`src/rtl/parking_pkg.sv`:
```
// Shared definitions for the parking slot scanner.
//
// Contents:
//   NUM_SLOTS_DEF - default number of scanned slots
//   SLOT_IDX_W    - width of a slot index (covers up to 8 slots)
//   scan_state_e  - scan sequencer states
package parking_pkg;

   localparam int unsigned NUM_SLOTS_DEF = 4;
   localparam int unsigned SLOT_IDX_W    = 3;

   // DWELL drives one select low. NEXT is a one-cycle gap with no select
   // driven, so two slots are never selected at the same time.
   typedef enum logic [1:0] {
      IDLE,
      DWELL,
      NEXT
   } scan_state_e;

endpackage

```
`src/rtl/slot_debounce.sv`:
```
// Per-slot debouncer for the parking slot scanner.
//
// Holds the debounced occupancy of one slot and a counter of consecutive
// visits whose sample disagreed with it. The counter steps once per sample
// strobe, so debouncing counts scan visits, not clock cycles.
//
// Ports:
//   clk        - system clock
//   reset_n    - asynchronous active-low reset
//   sample_en  - one-cycle strobe: this slot is being sampled this cycle
//   sample_val - synchronized sense value for this slot
//   occ        - debounced occupancy (registered)
//   toggle     - combinational: occ flips on the coming clock edge
module slot_debounce #(
   parameter int unsigned DB_COUNT = 3
) (
   input  logic clk,
   input  logic reset_n,
   input  logic sample_en,
   input  logic sample_val,
   output logic occ,
   output logic toggle
);

   localparam logic [3:0] DbLimit = 4'(DB_COUNT);

   logic [3:0] cnt_q, cnt_d;
   logic       occ_q, occ_d;

   always_comb begin
      cnt_d  = cnt_q;
      occ_d  = occ_q;
      toggle = 1'b0;
      if (sample_en) begin
         if (sample_val == occ_q) begin
            // Any agreeing visit restarts the run of disagreements.
            cnt_d = 4'd0;
         end else if (cnt_q + 4'd1 == DbLimit) begin
            occ_d  = ~occ_q;
            cnt_d  = 4'd0;
            toggle = 1'b1;
         end else begin
            cnt_d = cnt_q + 4'd1;
         end
      end
   end

   always_ff @(posedge clk or negedge reset_n) begin
      if (!reset_n) begin
         cnt_q <= 4'd0;
         occ_q <= 1'b0;
      end else begin
         cnt_q <= cnt_d;
         occ_q <= occ_d;
      end
   end

   assign occ = occ_q;

endmodule

```
`src/rtl/parking_slot_scanner.sv`:
```
// Multiplexed car-presence scanner for the parking system.
//
// Walks an active-low one-hot select across NUM_SLOTS slots, dwelling
// SCAN_DIV cycles on each, and samples the shared sense line once per
// visit at dwell count SETTLE. Each slot is debounced across visits; the
// debounced occupancy, free-slot count and arrive/depart events are
// published to the parking FSM.
//
// Ports:
//   clk          - system clock
//   reset_n      - asynchronous active-low reset
//   scan_en      - 1 = scanning runs, 0 = scanning pauses
//   sense        - shared sensor return, asynchronous, 1 = car present
//   slot_sel     - active-low one-hot select, all ones = none selected
//   occupied     - debounced occupancy, bit i = slot i
//   free_count   - NUM_SLOTS minus number of occupied slots
//   occ_valid    - occupancy has been through enough rounds to trust
//   arrive_pulse - one-cycle strobe on a slot going 0->1
//   depart_pulse - one-cycle strobe on a slot going 1->0
//   event_slot   - slot index of the latest reported event
module parking_slot_scanner
   import parking_pkg::*;
#(
   parameter int unsigned NUM_SLOTS = NUM_SLOTS_DEF,
   parameter int unsigned SCAN_DIV  = 40000,
   parameter int unsigned SETTLE    = 8,
   parameter int unsigned DB_COUNT  = 3
) (
   input  logic                  clk,
   input  logic                  reset_n,
   input  logic                  scan_en,
   input  logic                  sense,
   output logic [NUM_SLOTS-1:0]  slot_sel,
   output logic [NUM_SLOTS-1:0]  occupied,
   output logic [3:0]            free_count,
   output logic                  occ_valid,
   output logic                  arrive_pulse,
   output logic                  depart_pulse,
   output logic [SLOT_IDX_W-1:0] event_slot
);

   localparam int unsigned DwellW = (SCAN_DIV > 2) ? $clog2(SCAN_DIV) : 2;

   localparam logic [DwellW-1:0]     DwellLast = DwellW'(SCAN_DIV - 1);
   localparam logic [DwellW-1:0]     SettleCnt = DwellW'(SETTLE);
   localparam logic [SLOT_IDX_W-1:0] LastIdx   = SLOT_IDX_W'(NUM_SLOTS - 1);
   localparam logic [3:0]            RoundMax  = 4'(DB_COUNT);

   // ------------------------------------------------------------------
   // Sense synchronizer
   // ------------------------------------------------------------------
   logic sync1_q, sync2_q;

   always_ff @(posedge clk or negedge reset_n) begin
      if (!reset_n) begin
         sync1_q <= 1'b0;
         sync2_q <= 1'b0;
      end else begin
         sync1_q <= sense;
         sync2_q <= sync1_q;
      end
   end

   // ------------------------------------------------------------------
   // Scan sequencer
   // ------------------------------------------------------------------
   scan_state_e           state_q, state_d;
   logic [SLOT_IDX_W-1:0] idx_q, idx_d;
   logic [DwellW-1:0]     dwell_q, dwell_d;
   logic [3:0]            round_q, round_d;

   always_comb begin
      state_d = state_q;
      idx_d   = idx_q;
      dwell_d = dwell_q;
      round_d = round_q;
      if (!scan_en) begin
         // Pausing keeps the slot index, so resuming revisits the same
         // slot from the start of its dwell.
         state_d = IDLE;
         dwell_d = '0;
      end else begin
         unique case (state_q)
            IDLE: begin
               state_d = DWELL;
               dwell_d = '0;
            end
            DWELL: begin
               if (dwell_q == DwellLast) begin
                  state_d = NEXT;
                  dwell_d = '0;
               end else begin
                  dwell_d = dwell_q + 1'b1;
               end
            end
            NEXT: begin
               state_d = DWELL;
               if (idx_q == LastIdx) begin
                  idx_d = '0;
                  if (round_q != RoundMax) begin
                     round_d = round_q + 4'd1;
                  end
               end else begin
                  idx_d = idx_q + 1'b1;
               end
            end
            default: begin
               state_d = IDLE;
               dwell_d = '0;
            end
         endcase
      end
   end

   always_ff @(posedge clk or negedge reset_n) begin
      if (!reset_n) begin
         state_q <= IDLE;
         idx_q   <= '0;
         dwell_q <= '0;
         round_q <= 4'd0;
      end else begin
         state_q <= state_d;
         idx_q   <= idx_d;
         dwell_q <= dwell_d;
         round_q <= round_d;
      end
   end

   // Select is decoded straight from the state register so it follows the
   // sequencer on the same edge.
   always_comb begin
      slot_sel = '1;
      for (int i = 0; i < int'(NUM_SLOTS); i++) begin
         if (state_q == DWELL && idx_q == SLOT_IDX_W'(i)) begin
            slot_sel[i] = 1'b0;
         end
      end
   end

   // ------------------------------------------------------------------
   // Per-slot debouncers
   // ------------------------------------------------------------------
   logic                 sample_strobe;
   logic [NUM_SLOTS-1:0] sample_en;
   logic [NUM_SLOTS-1:0] occ_vec;
   logic [NUM_SLOTS-1:0] toggle_vec;

   assign sample_strobe = (state_q == DWELL) && (dwell_q == SettleCnt);

   always_comb begin
      sample_en = '0;
      for (int i = 0; i < int'(NUM_SLOTS); i++) begin
         sample_en[i] = sample_strobe && (idx_q == SLOT_IDX_W'(i));
      end
   end

   for (genvar g = 0; g < int'(NUM_SLOTS); g++) begin : g_slot
      slot_debounce #(
         .DB_COUNT (DB_COUNT)
      ) u_slot_debounce (
         .clk        (clk),
         .reset_n    (reset_n),
         .sample_en  (sample_en[g]),
         .sample_val (sync2_q),
         .occ        (occ_vec[g]),
         .toggle     (toggle_vec[g])
      );
   end

   assign occupied = occ_vec;

   // ------------------------------------------------------------------
   // Free-slot count
   // ------------------------------------------------------------------
   logic [3:0] occ_pop;

   always_comb begin
      occ_pop = 4'd0;
      for (int i = 0; i < int'(NUM_SLOTS); i++) begin
         occ_pop = occ_pop + {3'b000, occ_vec[i]};
      end
   end

   assign free_count = 4'(NUM_SLOTS) - occ_pop;

   // ------------------------------------------------------------------
   // Validity and events
   // ------------------------------------------------------------------
   logic                  occ_valid_q, occ_valid_d;
   logic                  arrive_q, arrive_d;
   logic                  depart_q, depart_d;
   logic [SLOT_IDX_W-1:0] event_slot_q, event_slot_d;

   // Only the sampled slot can toggle, so OR-reducing the toggle vector
   // picks out that slot without an index mux. Events stay masked until
   // the first full debounce has been given a chance to settle.
   always_comb begin
      occ_valid_d  = occ_valid_q | (round_q == RoundMax);
      arrive_d     = occ_valid_q && |(toggle_vec & ~occ_vec);
      depart_d     = occ_valid_q && |(toggle_vec & occ_vec);
      event_slot_d = event_slot_q;
      if (arrive_d || depart_d) begin
         event_slot_d = idx_q;
      end
   end

   always_ff @(posedge clk or negedge reset_n) begin
      if (!reset_n) begin
         occ_valid_q  <= 1'b0;
         arrive_q     <= 1'b0;
         depart_q     <= 1'b0;
         event_slot_q <= '0;
      end else begin
         occ_valid_q  <= occ_valid_d;
         arrive_q     <= arrive_d;
         depart_q     <= depart_d;
         event_slot_q <= event_slot_d;
      end
   end

   assign occ_valid    = occ_valid_q;
   assign arrive_pulse = arrive_q;
   assign depart_pulse = depart_q;
   assign event_slot   = event_slot_q;

endmodule

```
`config.mk`:
```
export PLATFORM = sky130hd
export DESIGN_NAME = parking_slot_scanner
export DESIGN_NICKNAME = d
export VERILOG_FILES = /design/src/rtl/parking_pkg.sv /design/src/rtl/slot_debounce.sv /design/src/rtl/parking_slot_scanner.sv
export SDC_FILE = /design/constraint.sdc
export NUM_CORES = 1
export LEC_CHECK = 0
export BUFFER_PORTS_ARGS = -buffer_cell sky130_fd_sc_hd__buf_2
export CORE_ASPECT_RATIO = 1.5
export CORE_UTILIZATION = 55
export CTS_BUF_LIST = sky130_fd_sc_hd__clkbuf_2
export CTS_CLUSTER_DIAMETER = 200
export DETAILED_ROUTE_END_ITERATION = 12
export PLACE_DENSITY_LB_ADDON = 0.12
export SYNTH_ARGS = -nofsm -noshare
export SYNTH_HDL_FRONTEND = slang
export SYNTH_SLANG_ARGS = --single-unit
```
`constraint.sdc`:
```
create_clock -name clk -period 2.81 [get_ports clk]
set_clock_uncertainty 0.1 [all_clocks]
set_input_delay 0.281 -clock clk [delete_from_list [all_inputs] [get_ports clk]]
set_output_delay 0.281 -clock clk [all_outputs]
set_load 0.01 [all_outputs]
```
Yosys cells after proc, flatten, opt, wreduce, memory -nomap -nowiden
Index checks and enable logic that the tools add are counted.

storage, ports and cells
  register bits = 53
  bits of input ports = 4
  output and inout bits = 18

cells by class
  $add $sub $neg = 11
  multiplexer cells = 31
  reductions and logical operators = 23
  equal/unequal tests = 19
  bitwise operators = 12

operator list
  cell                     number
  $mux W16                 2
  $mux W4                  8
  $pmux W16 S2             1
  $add A4 B1 Y4 const B    5
  $eq A4 B2 Y1 const B     5
  $add A16 B1 Y16 const B  1
  $eq A16 B16 Y1 const B   1
  $eq A16 B4 Y1 const B    1
  $mux W1                  16
  $reduce_and A3 Y1        4
  $logic_and A1 B1 Y1      11
  $and A4 B4 Y4            2
  $not A1 Y1               8
  $reduce_or A4 Y1         2
  $eq A3 B2 Y1 const B     2
  $add A3 B1 Y4            1
  $eq A1 B1 Y1             4
  $mux W2                  2
  $ne A4 B2 Y1 const B     1
  $not A4 Y4               1
  $pmux W2 S2              1
  $reduce_and A4 Y1        1
  $sub A3 B4 Y4 const A    1
  $add A2 B1 Y3            1
  other kinds (14)         14

Logic depth before layout (Yosys ltp)
  depth in word-level cells = 9
  mapped depth = 7
  mapped depth without buffers = 7

Modules after synthesis
Synthesis repeated with hierarchy kept, for this count alone.

unflattened totals
  cells, all modules = 297
  area total of the unflattened synthesis = 2996.6 um^2

by module, submodules not included
  module                area an instance (um^2)  cells an instance  instances
  parking_slot_scanner  1790.5                   177                1
  slot_debounce         301.5                    30                 4

Worst setup path before layout
OpenSTA, ideal clock, no wires.

  path kind = register -> register
  start = register g_slot[2].u_slot_debounce.cnt_q[0]
  end = register event_slot_q[0] (netlist: event_slot[0])
  setup time = 0.127 ns
  cell stages (with the launch flop) = 6
  data arrival time = 2.098 ns
  clock period less this slack = 2.325 ns
  path slack = 0.485 ns
  buffers on the path = 0
  cells stage by stage = dfrtp_1 > ha_1 > or4b_1 > a2111oi_4 > o41ai_2 > mux2_1

on the way
  cells in the longest elaborated chain, start to end = 9
  elaborated cells on any way between the ends = 12
  those cells by class = 1 x add/sub; 1 x eq/ne; 3 x mux; 2 x bitwise; 5 x reduce/logical

ends and longest elaborated chain
  what                                    line                                                      RTL
  start, declared                         slot_debounce.sv:27                                       logic [3:0] cnt_q, cnt_d;
  start signal, assigned                  slot_debounce.sv:53                                       cnt_q <= cnt_d;
  $add A4 B1 Y4 *                         slot_debounce.sv:38                                       end else if (cnt_q + 4'd1 == DbLimit) begin
  $eq A4 B2 Y1 *                          slot_debounce.sv:38
  $mux W1 *                               slot_debounce.sv:38
  $mux W1 *                               slot_debounce.sv:35                                       if (sample_val == occ_q) begin
  $mux W1 *                               slot_debounce.sv:34                                       if (sample_en) begin
  $and A4 B4 Y4 (on tied branches)        parking_slot_scanner.sv:199, parking_slot_scanner.sv:200
  $reduce_or A4 Y1 (on tied branches)     parking_slot_scanner.sv:199, parking_slot_scanner.sv:200
  $logic_and A1 B1 Y1 (on tied branches)  parking_slot_scanner.sv:199, parking_slot_scanner.sv:200
  $logic_or A1 B1 Y1 *                    parking_slot_scanner.sv:202                               if (arrive_d || depart_d) begin
  end signal, assigned                    parking_slot_scanner.sv:217                               event_slot_q <= event_slot_d;
  end, declared                           parking_slot_scanner.sv:192                               logic [SLOT_IDX_W-1:0] event_slot_q, event_slot_d;

Every way passes the cells marked *; elsewhere a longest branch is shown, timed or not.
A chain may end at the register's enable or synchronous reset.

Worst setup path in the final report
  start = register g_slot[3].u_slot_debounce.occ_q
  end = output port free_count[1]

on the way
  cells in the longest elaborated chain, start to end = 2

ends and longest elaborated chain
  what                    line                         RTL
  start, declared         slot_debounce.sv:28          logic occ_q, occ_d;
  start signal, assigned  slot_debounce.sv:51          occ_q <= 1'b0;
  start signal, assigned  slot_debounce.sv:54          occ_q <= occ_d;
  $add A3 B1 Y4           parking_slot_scanner.sv:180  occ_pop = occ_pop + {3'b000, occ_vec[i]};
  $sub A3 B4 Y4           parking_slot_scanner.sv:184  assign free_count = 4'(NUM_SLOTS) - occ_pop;
  end, declared           parking_slot_scanner.sv:35   output logic [3:0] free_count,

No other way between the ends.

==> impl_metrics.tcl <==
set metrics [dict create \
    outcome "finished clean" \
    place_ws_ns 0.373 \
    finalSetupTns_ns 0 \
    timing.final.ws_setup_ns 0.331 \
    ios 22 \
    power_leakage_nw 1.46 \
    post-route-util 0.609 \
    relSlewSlack 0.557 \
    nets 364 \
    power_density_mw_per_mm2 342 \
    ys_warn_count 0 \
    sw_frac_of_total 0.254 \
    dieHeight_um 93.9 \
    pwr-share-clk 0.254 \
    crit_arrival_ns 2.10 \
    hp-class "flip-flop to flip-flop" \
    ys_seq_elements 53 \
    drv_cap 0 \
    critPathSlowestCell "dfrtp_1" \
    placed_cell_area_mm2 0.00325 \
    cp.required_ns 2.43 \
    synth_top_area_frac 0.428 \
    ys_types 51 \
    grt_max_degree 54 \
    htreeDepth 2 \
    endpoint_kind "output pin" \
    first_iter_violations 109 \
    area_growth_pct 7.19 \
    clkSinkCount 53 \
    synthesis.nets 339 \
    switchingPower_uw 288 \
    path_max_fanout 4 \
    dr.pass1.iters 4 \
    synth_top_area_cell "dfrtp_1" \
    cts_tree "yes" \
    setup_viol 0 \
    critPathBufInv 2 \
    drive_above_1_share 0.135 \
    seqPwrFrac 0.685 \
    floorplan.initialDensity 0.568 \
    drc 0 \
    num-fill-cells 492 \
    post-route-min-period_ns 2.48 \
    final_cell_area_mm2 0.00332 \
    vdd_drop_max_mv 0.217 \
    synth_edf_count 0 \
    yosysMostFrequentCell "dfrtp_1" \
    clk_pin_slew_ns 0.25 \
    cp_cell_sequence "inv_1 -> fa_1 -> ha_1 -> ha_1 -> buf_2" \
    ant_nets 0 \
    grt_pass1_vias 2378 \
    dieArea_mm2 0.00594 \
    final_max_slew_viol_count 0 \
    slowest_delay_ns 0.50 \
    finalCritPeriodShare 0.882 \
    grt-ovfl-total 0 \
    cts_buffer_depth 2 \
    gp_congestion 0.837 \
    wl_mm 6.13 \
    ys.flop_type "dfrtp_1" \
    die-width_um 63.3 \
    finalHoldViolations 0 \
    post-dp-hpwl_mm 4.60 \
    io_buffers 20 \
    start_kind "flip-flop" \
    fmax_mhz 403 \
    path_class "flip-flop to output pin" \
    yosys-top-cells-count "53 x dfrtp_1, 33 x nand2_1, 24 x o21ai_0" \
    pwr-share-comb 0.061 \
    crit_family "adder cells" \
    antenna_cells 0 \
    avgSynthCellArea_um2 9.77 \
    core_mm2 0.00545 \
    clkLatencyLatePin_ns 0.44 \
    wire_per_inst_um 14.9 \
    cts_made_buffers 5 \
    grt_pass1_wl_mm 10.7 \
    seq_area_frac_synth 0.428 \
    num_rows 33 \
    routed_via_density 5.81 \
    cts_setup_buffers 0 \
    synthArstFlopShare 1.00 \
    intPower_uw 846 \
    antenna_found_initial 0 \
    track_usage 0.230 \
    syn_inst 317 \
    worstMarginPinSlew_ns 0.665 \
    synth_area_mm2 0.00310 \
    cp_common_cell "ha_1" \
    dr_total_vias 2394 \
    cts_root_buf "clkbuf_2" \
    synth.area.top_cells "dfrtp_1 43%, ha_1 6.9%, nand2_1 4.0%" \
    rsz0062_at_grt "false" \
]
## final cells by class
cell class	count	area, um^2	share of cell area
repair buffers	25	145	0.0437
multi-input cells	237	1650	0.497
inverters	20	75.1	0.0226
well taps	70	87.6	0.0264
flip-flops and latches	53	1330	0.399
clock inverters	2	11.3	0.00339
clock buffers	5	25.0	0.00754
## metal layers
layer | wire length [um] | GRT usage | vias up
li1 | - | - | 1176
met1 | 2580 | 0.266 | 1166
met2 | 3230 | 0.418 | 40
met3 | 154 | 0.0388 | 12
met4 | 172 | 0.0909 | 0
met5 | 0 | 0 | -
## cell families after synthesis
| kind of cell | synth area share |
|---|---|
| AOI/OAI and AO/OA | 0.144 |
| xor gates and xnor gates | 0.0481 |
| adders and majority gates | 0.0751 |
| buffers and inverters | 0.0392 |
| DFF | 0.428 |
| other | 0.00121 |
| and+or+nand+nor | 0.247 |
| muxes | 0.0174 |
## flip-flops by register name, summed over array words and instances (netlist names)
name	flops
event_slot	3
round_q	4
g_slot.u_slot_debounce.occ	4
dwell_q	16
depart_pulse	1
idx_q	3
sync2_q	1
arrive_pulse	1
g_slot.u_slot_debounce.cnt_q	16
state_q	2
occ_valid	1
sync1_q	1
## path summary, 6_finish.rpt
kind	startpoint	to	slack (ns)	cells after the start
max	g_slot[3].u_slot_debounce.occ	free_count[1]	0.33	5
min reg2reg	sync1_q	sync2_q	0.29	0
max in group asynchronous	reset_n	round_q[3]	1.82	3
min	sync1_q	sync2_q	0.29	0
min in group asynchronous	reset_n	g_slot[1].u_slot_debounce.cnt_q[3]	0.34	3
max reg2reg	g_slot[3].u_slot_debounce.cnt_q[0]	event_slot[0]	0.35	5
## cells in the final DEF, fill, tap and decap left out, types with 3 or more instances in the layout
master         instances
nor4_1                 5
clkbuf_2               5
nor2_1                20
or4b_1                 3
nand2b_1               6
xnor2_1                9
ha_1                  17
and3b_1                4
nor3_1                 6
or3_1                  4
o41ai_1                5
dfrtp_1               53
dlygate4sd3_1          3
xor2_1                 8
a21boi_0               4
o21ai_0               24
nor2b_1                5
nand2_1               33
or2_2                  6
nand3_1               23
a31oi_1                3
buf_2                 20
and3_1                 4
and4_1                 3
inv_1                 20
o31ai_1                5
nand4_1                5
## per-stage QoR
stage | hold WS, ns | power (mW) | std cells
finish | 0.292 | 1.13 | 412
global route | 0.310 | 1.19 | 412
CTS | 0.294 | 1.15 | 412
detailed placement | 0.243 | 0.857 | 402
global placement | 0.233 | 0.857 | 402
floorplan | -0.115 | 0.825 | 317
## power groups by stage
stage / Combinational [mW] / Clock, mW / Sequential (mW)
finish: 0.0693 / 0.288 / 0.777
detailed placement: 0.0675 / 0 / 0.790
CTS: 0.0711 / 0.303 / 0.777
floorplan: 0.0386 / 0 / 0.787
global route: 0.0791 / 0.330 / 0.779
global placement: 0.0677 / 0 / 0.790
## worst register-to-register path: stages, from the launching register on
cell,delay (ns)
dfrtp_1,0.50
ha_1,0.27
or4b_1,0.61
a2111oi_4,0.45
o41ai_2,0.15
mux2_1,0.32
## repair_timing
item                      4_1_cts  5_1_grt
hold buffers                    3        0
gates resized for setup         0        0
hold endpoints to repair       55        0
(Power assumes the default switching activity.)
